--- config.mk ---
export PLATFORM = sky130hd
export DESIGN_NAME = uart_ctrl
export DESIGN_NICKNAME = d
export VERILOG_FILES = /design/src/rtl/uart_ctrl.sv
export SDC_FILE = /design/constraint.sdc
export NUM_CORES = 1
export LEC_CHECK = 0
export CAP_MARGIN = 10
export CORE_ASPECT_RATIO = 1.25
export CORE_MARGIN = 2
export CORE_UTILIZATION = 59
export DETAILED_ROUTE_END_ITERATION = 10
export PLACE_DENSITY = 0.83
export SYNTH_ARGS = -nofsm -noshare
export SYNTH_HDL_FRONTEND = slang
export SYNTH_SLANG_ARGS = --single-unit
--- constraint.sdc ---
create_clock -name clk -period 4.82 [get_ports clk]
set_input_delay 0.723 -clock clk [delete_from_list [all_inputs] [get_ports clk]]
set_output_delay 0.723 -clock clk [all_outputs]
set_load 0.005 [all_outputs]
--- src/rtl/uart_ctrl.sv ---
// Bus-mapped UART controller: TX/RX byte FIFOs, TX/RX handshake sequencers
// toward a UART core, sticky status flags and a 12-bit baud register.
module uart_ctrl #(
    parameter int          TX_DEPTH     = 4,
    parameter int          RX_DEPTH     = 2,
    parameter logic [11:0] DEFAULT_BAUD = 12'd104
) (
    input  logic        clk,
    input  logic        rst,
    input  logic [1:0]  bus_addr,
    input  logic [7:0]  bus_wdata,
    input  logic        bus_we,
    input  logic        bus_re,
    output logic [7:0]  bus_rdata,
    output logic        start_tx,
    output logic [7:0]  tx_value,
    input  logic        tx_done,
    input  logic        rx_available,
    input  logic [7:0]  rx_value,
    output logic        rx_clear,
    output logic [11:0] uart_baud_counter,
    output logic [1:0]  tx_state_dbg,
    output logic        rx_state_dbg
);

    localparam int TX_AW = $clog2(TX_DEPTH);
    localparam int RX_AW = $clog2(RX_DEPTH);
    localparam logic [TX_AW:0] TX_CNT_MAX = (TX_AW + 1)'(TX_DEPTH);
    localparam logic [RX_AW:0] RX_CNT_MAX = (RX_AW + 1)'(RX_DEPTH);

    typedef enum logic [1:0] {T_IDLE, T_SEND, T_REL} tx_state_e;
    typedef enum logic {R_WAIT, R_CLR} rx_state_e;

    tx_state_e        tx_state_q, tx_state_d;
    rx_state_e        rx_state_q, rx_state_d;
    logic [7:0]       tx_mem_q [TX_DEPTH];
    logic [7:0]       tx_mem_d [TX_DEPTH];
    logic [7:0]       rx_mem_q [RX_DEPTH];
    logic [7:0]       rx_mem_d [RX_DEPTH];
    logic [TX_AW-1:0] tx_wr_q, tx_wr_d, tx_rd_q, tx_rd_d;
    logic [RX_AW-1:0] rx_wr_q, rx_wr_d, rx_rd_q, rx_rd_d;
    logic [TX_AW:0]   tx_cnt_q, tx_cnt_d;
    logic [RX_AW:0]   rx_cnt_q, rx_cnt_d;
    logic [7:0]       tx_value_q, tx_value_d;
    logic [7:0]       rdata_q, rdata_d;
    logic [11:0]      baud_q, baud_d;
    logic             tx_ovf_q, tx_ovf_d;
    logic             baud_rej_q, baud_rej_d;

    logic       rd_en, data_wr, status_wr, lo_wr, hi_wr, baud_ok;
    logic       tx_pop, tx_push_ok, rx_push, rx_pop;
    logic [7:0] status;

    // A simultaneous read and write performs only the write.
    assign rd_en     = bus_re && !bus_we;
    assign data_wr   = bus_we && (bus_addr == 2'd0);
    assign status_wr = bus_we && (bus_addr == 2'd1);
    assign lo_wr     = bus_we && (bus_addr == 2'd2);
    assign hi_wr     = bus_we && (bus_addr == 2'd3);
    assign baud_ok   = (tx_state_q == T_IDLE) && (tx_cnt_q == '0);

    assign status = {1'b0, baud_rej_q, tx_ovf_q, (rx_cnt_q == RX_CNT_MAX), (rx_cnt_q != '0),
                     (tx_state_q != T_IDLE), (tx_cnt_q == '0), (tx_cnt_q == TX_CNT_MAX)};

    always_comb begin
        tx_state_d = tx_state_q;
        tx_value_d = tx_value_q;
        tx_pop     = 1'b0;
        case (tx_state_q)
            T_IDLE: if (tx_cnt_q != '0) begin
                tx_pop     = 1'b1;
                tx_value_d = tx_mem_q[tx_rd_q];
                tx_state_d = T_SEND;
            end
            T_SEND:  if (tx_done) tx_state_d = T_REL;
            T_REL:   if (!tx_done) tx_state_d = T_IDLE;
            default: tx_state_d = T_IDLE;
        endcase
    end

    // A full FIFO still accepts a push when the head leaves in the same cycle.
    assign tx_push_ok = data_wr && ((tx_cnt_q != TX_CNT_MAX) || tx_pop);

    always_comb begin
        tx_mem_d = tx_mem_q;
        tx_wr_d  = tx_wr_q;
        tx_rd_d  = tx_rd_q;
        tx_cnt_d = tx_cnt_q;
        if (tx_push_ok) begin
            tx_mem_d[tx_wr_q] = bus_wdata;
            tx_wr_d           = tx_wr_q + 1'b1;
        end
        if (tx_pop) tx_rd_d = tx_rd_q + 1'b1;
        case ({tx_push_ok, tx_pop})
            2'b10:   tx_cnt_d = tx_cnt_q + 1'b1;
            2'b01:   tx_cnt_d = tx_cnt_q - 1'b1;
            default: tx_cnt_d = tx_cnt_q;
        endcase
    end

    // A full RX FIFO leaves the core's byte uncleared, stalling the core.
    always_comb begin
        rx_state_d = rx_state_q;
        rx_push    = 1'b0;
        case (rx_state_q)
            R_WAIT: if (rx_available && (rx_cnt_q != RX_CNT_MAX)) begin
                rx_push    = 1'b1;
                rx_state_d = R_CLR;
            end
            R_CLR:   if (!rx_available) rx_state_d = R_WAIT;
            default: rx_state_d = R_WAIT;
        endcase
    end

    assign rx_pop = rd_en && (bus_addr == 2'd0) && (rx_cnt_q != '0);

    always_comb begin
        rx_mem_d = rx_mem_q;
        rx_wr_d  = rx_wr_q;
        rx_rd_d  = rx_rd_q;
        rx_cnt_d = rx_cnt_q;
        if (rx_push) begin
            rx_mem_d[rx_wr_q] = rx_value;
            rx_wr_d           = rx_wr_q + 1'b1;
        end
        if (rx_pop) rx_rd_d = rx_rd_q + 1'b1;
        case ({rx_push, rx_pop})
            2'b10:   rx_cnt_d = rx_cnt_q + 1'b1;
            2'b01:   rx_cnt_d = rx_cnt_q - 1'b1;
            default: rx_cnt_d = rx_cnt_q;
        endcase
    end

    always_comb begin
        baud_d     = baud_q;
        tx_ovf_d   = tx_ovf_q;
        baud_rej_d = baud_rej_q;
        rdata_d    = rdata_q;
        if (status_wr && bus_wdata[5]) tx_ovf_d = 1'b0;
        if (status_wr && bus_wdata[6]) baud_rej_d = 1'b0;
        if (data_wr && !tx_push_ok) tx_ovf_d = 1'b1;
        if (lo_wr || hi_wr) begin
            if (!baud_ok) baud_rej_d = 1'b1;
            else if (lo_wr) baud_d[7:0] = bus_wdata;
            else baud_d[11:8] = bus_wdata[3:0];
        end
        if (rd_en) begin
            case (bus_addr)
                2'd0:    rdata_d = (rx_cnt_q != '0) ? rx_mem_q[rx_rd_q] : 8'h00;
                2'd1:    rdata_d = status;
                2'd2:    rdata_d = baud_q[7:0];
                default: rdata_d = {4'h0, baud_q[11:8]};
            endcase
        end
    end

    always_ff @(posedge clk or posedge rst) begin
        if (rst) begin
            tx_state_q <= T_IDLE;
            rx_state_q <= R_WAIT;
            for (int i = 0; i < TX_DEPTH; i++) tx_mem_q[i] <= 8'h00;
            for (int i = 0; i < RX_DEPTH; i++) rx_mem_q[i] <= 8'h00;
            tx_wr_q    <= '0;
            tx_rd_q    <= '0;
            tx_cnt_q   <= '0;
            rx_wr_q    <= '0;
            rx_rd_q    <= '0;
            rx_cnt_q   <= '0;
            tx_value_q <= 8'h00;
            rdata_q    <= 8'h00;
            baud_q     <= DEFAULT_BAUD;
            tx_ovf_q   <= 1'b0;
            baud_rej_q <= 1'b0;
        end else begin
            tx_state_q <= tx_state_d;
            rx_state_q <= rx_state_d;
            tx_mem_q   <= tx_mem_d;
            rx_mem_q   <= rx_mem_d;
            tx_wr_q    <= tx_wr_d;
            tx_rd_q    <= tx_rd_d;
            tx_cnt_q   <= tx_cnt_d;
            rx_wr_q    <= rx_wr_d;
            rx_rd_q    <= rx_rd_d;
            rx_cnt_q   <= rx_cnt_d;
            tx_value_q <= tx_value_d;
            rdata_q    <= rdata_d;
            baud_q     <= baud_d;
            tx_ovf_q   <= tx_ovf_d;
            baud_rej_q <= baud_rej_d;
        end
    end

    assign start_tx          = (tx_state_q == T_SEND);
    assign rx_clear          = (rx_state_q == R_CLR);
    assign tx_value          = tx_value_q;
    assign bus_rdata         = rdata_q;
    assign uart_baud_counter = baud_q;
    assign tx_state_dbg      = tx_state_q;
    assign rx_state_dbg      = rx_state_q;

endmodule

# Yosys cells after proc, flatten, opt, wreduce, memory -nomap -nowiden

Index checks and enable logic that the tools add are counted.
W data, S select, Z words.

Input bits: 24
Register bits after elaboration: 92
Output and inout port bits: 33

Order comparisons: 6
Reductions and logical operators: 32
Mux-type cells: 31
Add/subtract/negate cells: 8
Eq/ne operators: 16
Bitwise gates (word level): 6

Operators by type and width:

| kind                  | number |
|---|---|
| $mux W8               | 8 |
| $bwmux W32            | 1 |
| $pmux W8 S3           | 1 |
| $bmux W8 S2           | 1 |
| $bwmux W16            | 1 |
| $demux W8 S2          | 1 |
| $logic_and A1 B1 Y1   | 15 |
| $eq A2 B2 Y1 const B  | 6 |
| $mux W1               | 10 |
| $reduce_bool A2 Y1    | 5 |
| $reduce_and A3 Y1     | 3 |
| $demux W8 S1          | 1 |
| $eq A2 B1 Y1 const B  | 4 |
| $add A2 B1 Y2 const B | 3 |
| $ge A3 B3 Y1 const B  | 2 |
| $mux W2               | 3 |
| $not A2 Y3            | 2 |
| $pmux W2 S3           | 1 |
| $pmux W3 S2           | 1 |
| $ge A2 B2 Y1 const B  | 2 |
| $logic_not A2 Y1      | 2 |
| $ne A2 B1 Y1 const B  | 2 |
| $ne A2 B2 Y1 const B  | 2 |
| $not A1 Y2            | 2 |
| 16 further kinds      | 20 |

# Longest topological paths before layout

Depth after elaboration: 8
Mapped depth: 9
Mapped depth without buffers: 9

# Worst setup path before layout

OpenSTA, ideal clock, no wires.

Path type: input-to-reg
Start: in bus_addr[0]
End: reg tx_cnt_q[2]
Data arrival time: 2329 ps
Stages: 9
Library setup time: 128 ps
Required time: 4692 ps
Slack: 2362 ps
Cells stage by stage: or3b_1 > a31oi_4 > inv_1 > ha_1 > inv_1 > fa_1 > xor2_1 > nor2_1 > xor2_1

Cells in the longest elaborated chain, start to end: 5
Elaborated cells on any way between the ends: 7

RTL lines:

| element                                                  | RTL line | RTL |
|---|---|---|
| start: declaration                                       | 10       | `input logic [1:0] bus_addr,` |
| $logic_not A2 Y1 (*)                                     | 56       | `assign data_wr = bus_we && (bus_addr == 2'd0);` |
| $logic_and A1 B1 Y1 (*)                                  | 56       |  |
| $logic_and A1 B1 Y1 (*)                                  | 82       | `assign tx_push_ok = data_wr && ((tx_cnt_q != TX_CNT_MAX) \|\| tx_pop);` |
| $eq A2 B1 Y1 / $eq A2 B2 Y1 (equally long branches)      | 94       | `case ({tx_push_ok, tx_pop})` |
| $pmux W3 S2 / $reduce_bool A2 Y1 (equally long branches) | n/a      |  |
| end signal: assignment                                   | 181      | `tx_cnt_q <= tx_cnt_d;` |
| end: declaration                                         | 42       | `logic [TX_AW:0] tx_cnt_q, tx_cnt_d;` |

Every way passes the cells marked *; elsewhere a longest branch is shown, timed or not.
A chain may end at the register's enable or synchronous reset.

# Worst setup path in the final report

Start: in bus_addr[0]
End: reg tx_cnt_q[1]

Same word-level chain as after synthesis.

==> impl_metrics.json <==
{
  "status": "complete, no violations",
  "die_w_um": 78.7,
  "worstMarginPinSlew_ps": 1040,
  "dr.pass1.iters": 4,
  "yosysTopAreaCell": "dfrtp_1",
  "cp-end-kind": "flip-flop",
  "ctsResizeCount": 0,
  "h-tree-depth": 3,
  "drtIter0Drc": 139,
  "peakVddDrop_mv": 0.298,
  "rr_endpoint": "tx_cnt_q[1]$_DFFE_PP0P_",
  "async_flop_share": 1.00,
  "vias_per_cell": 5.55,
  "fillers": 496,
  "cellPowerDensity_mw_per_mm2": 598,
  "period_minus_slack_ps": 2960,
  "critical_path_peak_fanout": 15,
  "synth_cell_type_count": 43,
  "ys_seq_elements": 92,
  "rsz0062_at_grt": "no",
  "multi_input_area_sq_mm": 0.00174,
  "ant_nets": 0,
  "grt_pass1_vias": 2855,
  "die_y_um": 97.4,
  "via_count": 2586,
  "slowest_delay_ps": 630,
  "syn_area_sq_mm": 0.00412,
  "finalHoldViolCount": 0,
  "crit_slowest_cell": "clkdlybuf4s50_1",
  "regArea_sq_mm": 0.00231,
  "tns_ps": 0,
  "synth_edf_count": 0,
  "start_util": 0.601,
  "antenna_cells": 0,
  "final.period_utilization": 0.613,
  "cp.arrival_ps": 3240,
  "grt_max_degree": 63,
  "die-area_sq_mm": 0.00767,
  "antenna_found_initial": 0,
  "nets": 402,
  "synthToLayoutAreaGrowth_pct": 19.7,
  "fmax_ghz": 0.338,
  "reg2reg_depth": 7,
  "slew_headroom": 0.305,
  "synth_flop_cell": "dfrtp_1",
  "clkSlewWorstSetupHoldPaths_ps": 90,
  "drc_errors": 0,
  "synth.top_cells.by_area": "dfrtp_1, mux2_2, mux4_2",
  "start_kind": "input pin",
  "hp-class": "reg2reg",
  "leakage_nw": 2.18,
  "cp_num_cells": 8,
  "placementRows": 34,
  "cts_root_buf": "clkbuf_8",
  "avgSynthCellArea_sq_um": 13.2,
  "postCtsSetupBuffers": 0,
  "grt_pass1_wl_um": 13700,
  "cp_common_cell": "inv_1",
  "track_usage": 0.235,
  "wl_per_cell_um": 17.6,
  "crit_type": "in2reg",
  "ioPinCount": 57,
  "hold_ws_ps": 474,
  "routed_wirelength_um": 8210,
  "yosysWarnings": 0,
  "max_cap_viol_count": 0,
  "dpl.hpwl_um": 5860,
  "path_buf_inv": 3,
  "portBuffers": 56,
  "drive_gt1_frac": 0.261,
  "slew_viol_final": 0,
  "cts_buffer_depth": 2,
  "startpoint": "bus_addr[0]",
  "finalClockSkew_ps": 8.21,
  "synth_cells": 312,
  "synth_nets": 343,
  "tritoncts": "yes",
  "cp.required_ps": 5100,
  "r2r_slack_ps": 1870,
  "cts_buffers": 9,
  "setup_viol": 0,
  "coreArea_sq_mm": 0.00685,
  "timing.rr.start": "tx_cnt_q[2]$_DFFE_PP0P_",
  "overflow": 0,
  "synth_top_area_frac": 0.541,
  "cts.sinks": 92,
  "gp_congestion": 0.808,
  "insertion_delay_ps": 360,
  "cts_hold_buf": 0,
  "crit_end": "tx_cnt_q[1]$_DFFE_PP0P_",
  "critical-path-top-delay-family": "buffers and inverters",
  "synth_seq_area_share": 0.560,
  "hp-start": "tx_value[2]$_DFFE_PP0P_",
  "cp_cell_sequence": "clkdlybuf4s50_1, or3b_1, a31oi_4, inv_1, ha_1, inv_1, fa_1, mux2i_1"
}
[cell families after synthesis]
group	after synthesis	share of synthesized area
DFF	92	0.560
xor gates and xnor gates	11	0.0234
muxes	76	0.229
and+or+nand+nor	80	0.0960
buffers and inverters	18	0.0179
AOI/OAI and AO/OA	28	0.0501
adders and majority gates	7	0.0231
[Yosys cell counts, types with 2 or more instances]
cell and instances:
mux2_1 2, clkbuf_1 6, xnor2_1 7, dfrtp_1 89
a221oi_1 3, nor2_1 12, mux4_2 8, o21ai_0 9
dfstp_2 3, nand2_1 37, inv_1 8, a21oi_1 5
nand2b_1 5, mux2_2 65, nand2_4 4, buf_2 2
nor2b_1 6, xor2_1 4, ha_1 6, nor3_1 6
a222oi_1 3
[metrics by stage]
step                      total power (W)   util  area, sq um  setup slack, ps  instances
after global placement            0.00243  0.695         4760             1600        450
after CTS                         0.00298  0.720         4930             1850        466
after detailed placement          0.00250  0.695         4760             1490        450
final                             0.00295  0.720         4930             1860        466
after floorplan                   0.00208      -         4120             1710        312
after global routing              0.00314  0.720         4930             1620        466
[layer usage]
metal	global-route usage	wire, um	up-vias
li1	-	-	1216
met1	0.288	3380	1299
met2	0.400	4340	58
met3	0.0418	285	13
met4	0.111	200	0
met5	0	0	-
[how the worst min path moves through the flow]
stage,cells past startpoint,slack [ps],endpoint
6_report,2,470,tx_value[2]$_DFFE_PP0P_
3_3_place_gp,2,460,tx_value[0]$_DFFE_PP0P_
3_5_place_dp,2,460,tx_value[2]$_DFFE_PP0P_
2_1_floorplan,1,460,tx_mem_q[7]$_DFFE_PP0P_
5_1_grt,1,520,tx_mem_q[19]$_DFFE_PP0P_
4_1_cts,2,480,tx_value[2]$_DFFE_PP0P_
[layout by cell type, fill, tap and decap left out, types with 2 or more instances in the layout]
cell type | netlist | layout
clkbuf_8 | 0 | 10
nor2_1 | 12 | 12
mux2_2 | 65 | 65
inv_1 | 8 | 7
o21ai_0 | 9 | 9
clkdlybuf4s50_1 | 0 | 56
dfrtp_1 | 89 | 89
nand2_4 | 4 | 4
a21oi_1 | 5 | 5
ha_1 | 6 | 6
clkinv_2 | 0 | 2
a221oi_1 | 3 | 3
nand2_1 | 37 | 37
clkbuf_1 | 6 | 3
xnor2_1 | 7 | 7
nor2b_1 | 6 | 6
xor2_1 | 4 | 4
mux2_1 | 2 | 2
dfstp_2 | 3 | 3
mux4_2 | 8 | 8
a222oi_1 | 3 | 3
nor3_1 | 6 | 6
nand2b_1 | 5 | 5
[where the power goes]
group          leakage, nW  total (W)  internal [W]  switching (W)
Combinational        0.968    0.00109      0.000667       0.000424
Clock               0.0840   0.000469      0.000204       0.000265
Sequential            1.13    0.00139       0.00112       0.000266
Total                 2.18    0.00295       0.00199       0.000955
[worst min-delay path, stage by stage, from the launching register on]
cell     delay [ps]
dfrtp_1         340
nand2_1          50
nand2_1          50
[sequential cells by signal, indices dropped and copies added, names as in the netlist]
name               cells
baud_rej_q             1
bus_rdata              8
rx_clear               1
rx_cnt_q               2
rx_mem_q              16
rx_rd_q                1
rx_wr_q                1
tx_cnt_q               3
tx_mem_q              32
tx_ovf_q               1
tx_rd_q                2
tx_state_dbg           2
tx_value               8
tx_wr_q                2
uart_baud_counter     12
[layout make-up]
| type | count | area share |
|---|---|---|
| Clock inverter | 3 | 0.00431 |
| Inverter | 9 | 0.00711 |
| Sequential cell | 92 | 0.468 |
| Multi-Input combinational cell | 202 | 0.353 |
| Timing Repair Buffer | 57 | 0.115 |
| Tap cell | 90 | 0.0228 |
| Clock buffer | 13 | 0.0302 |
Power figures use the tool's default switching activity.
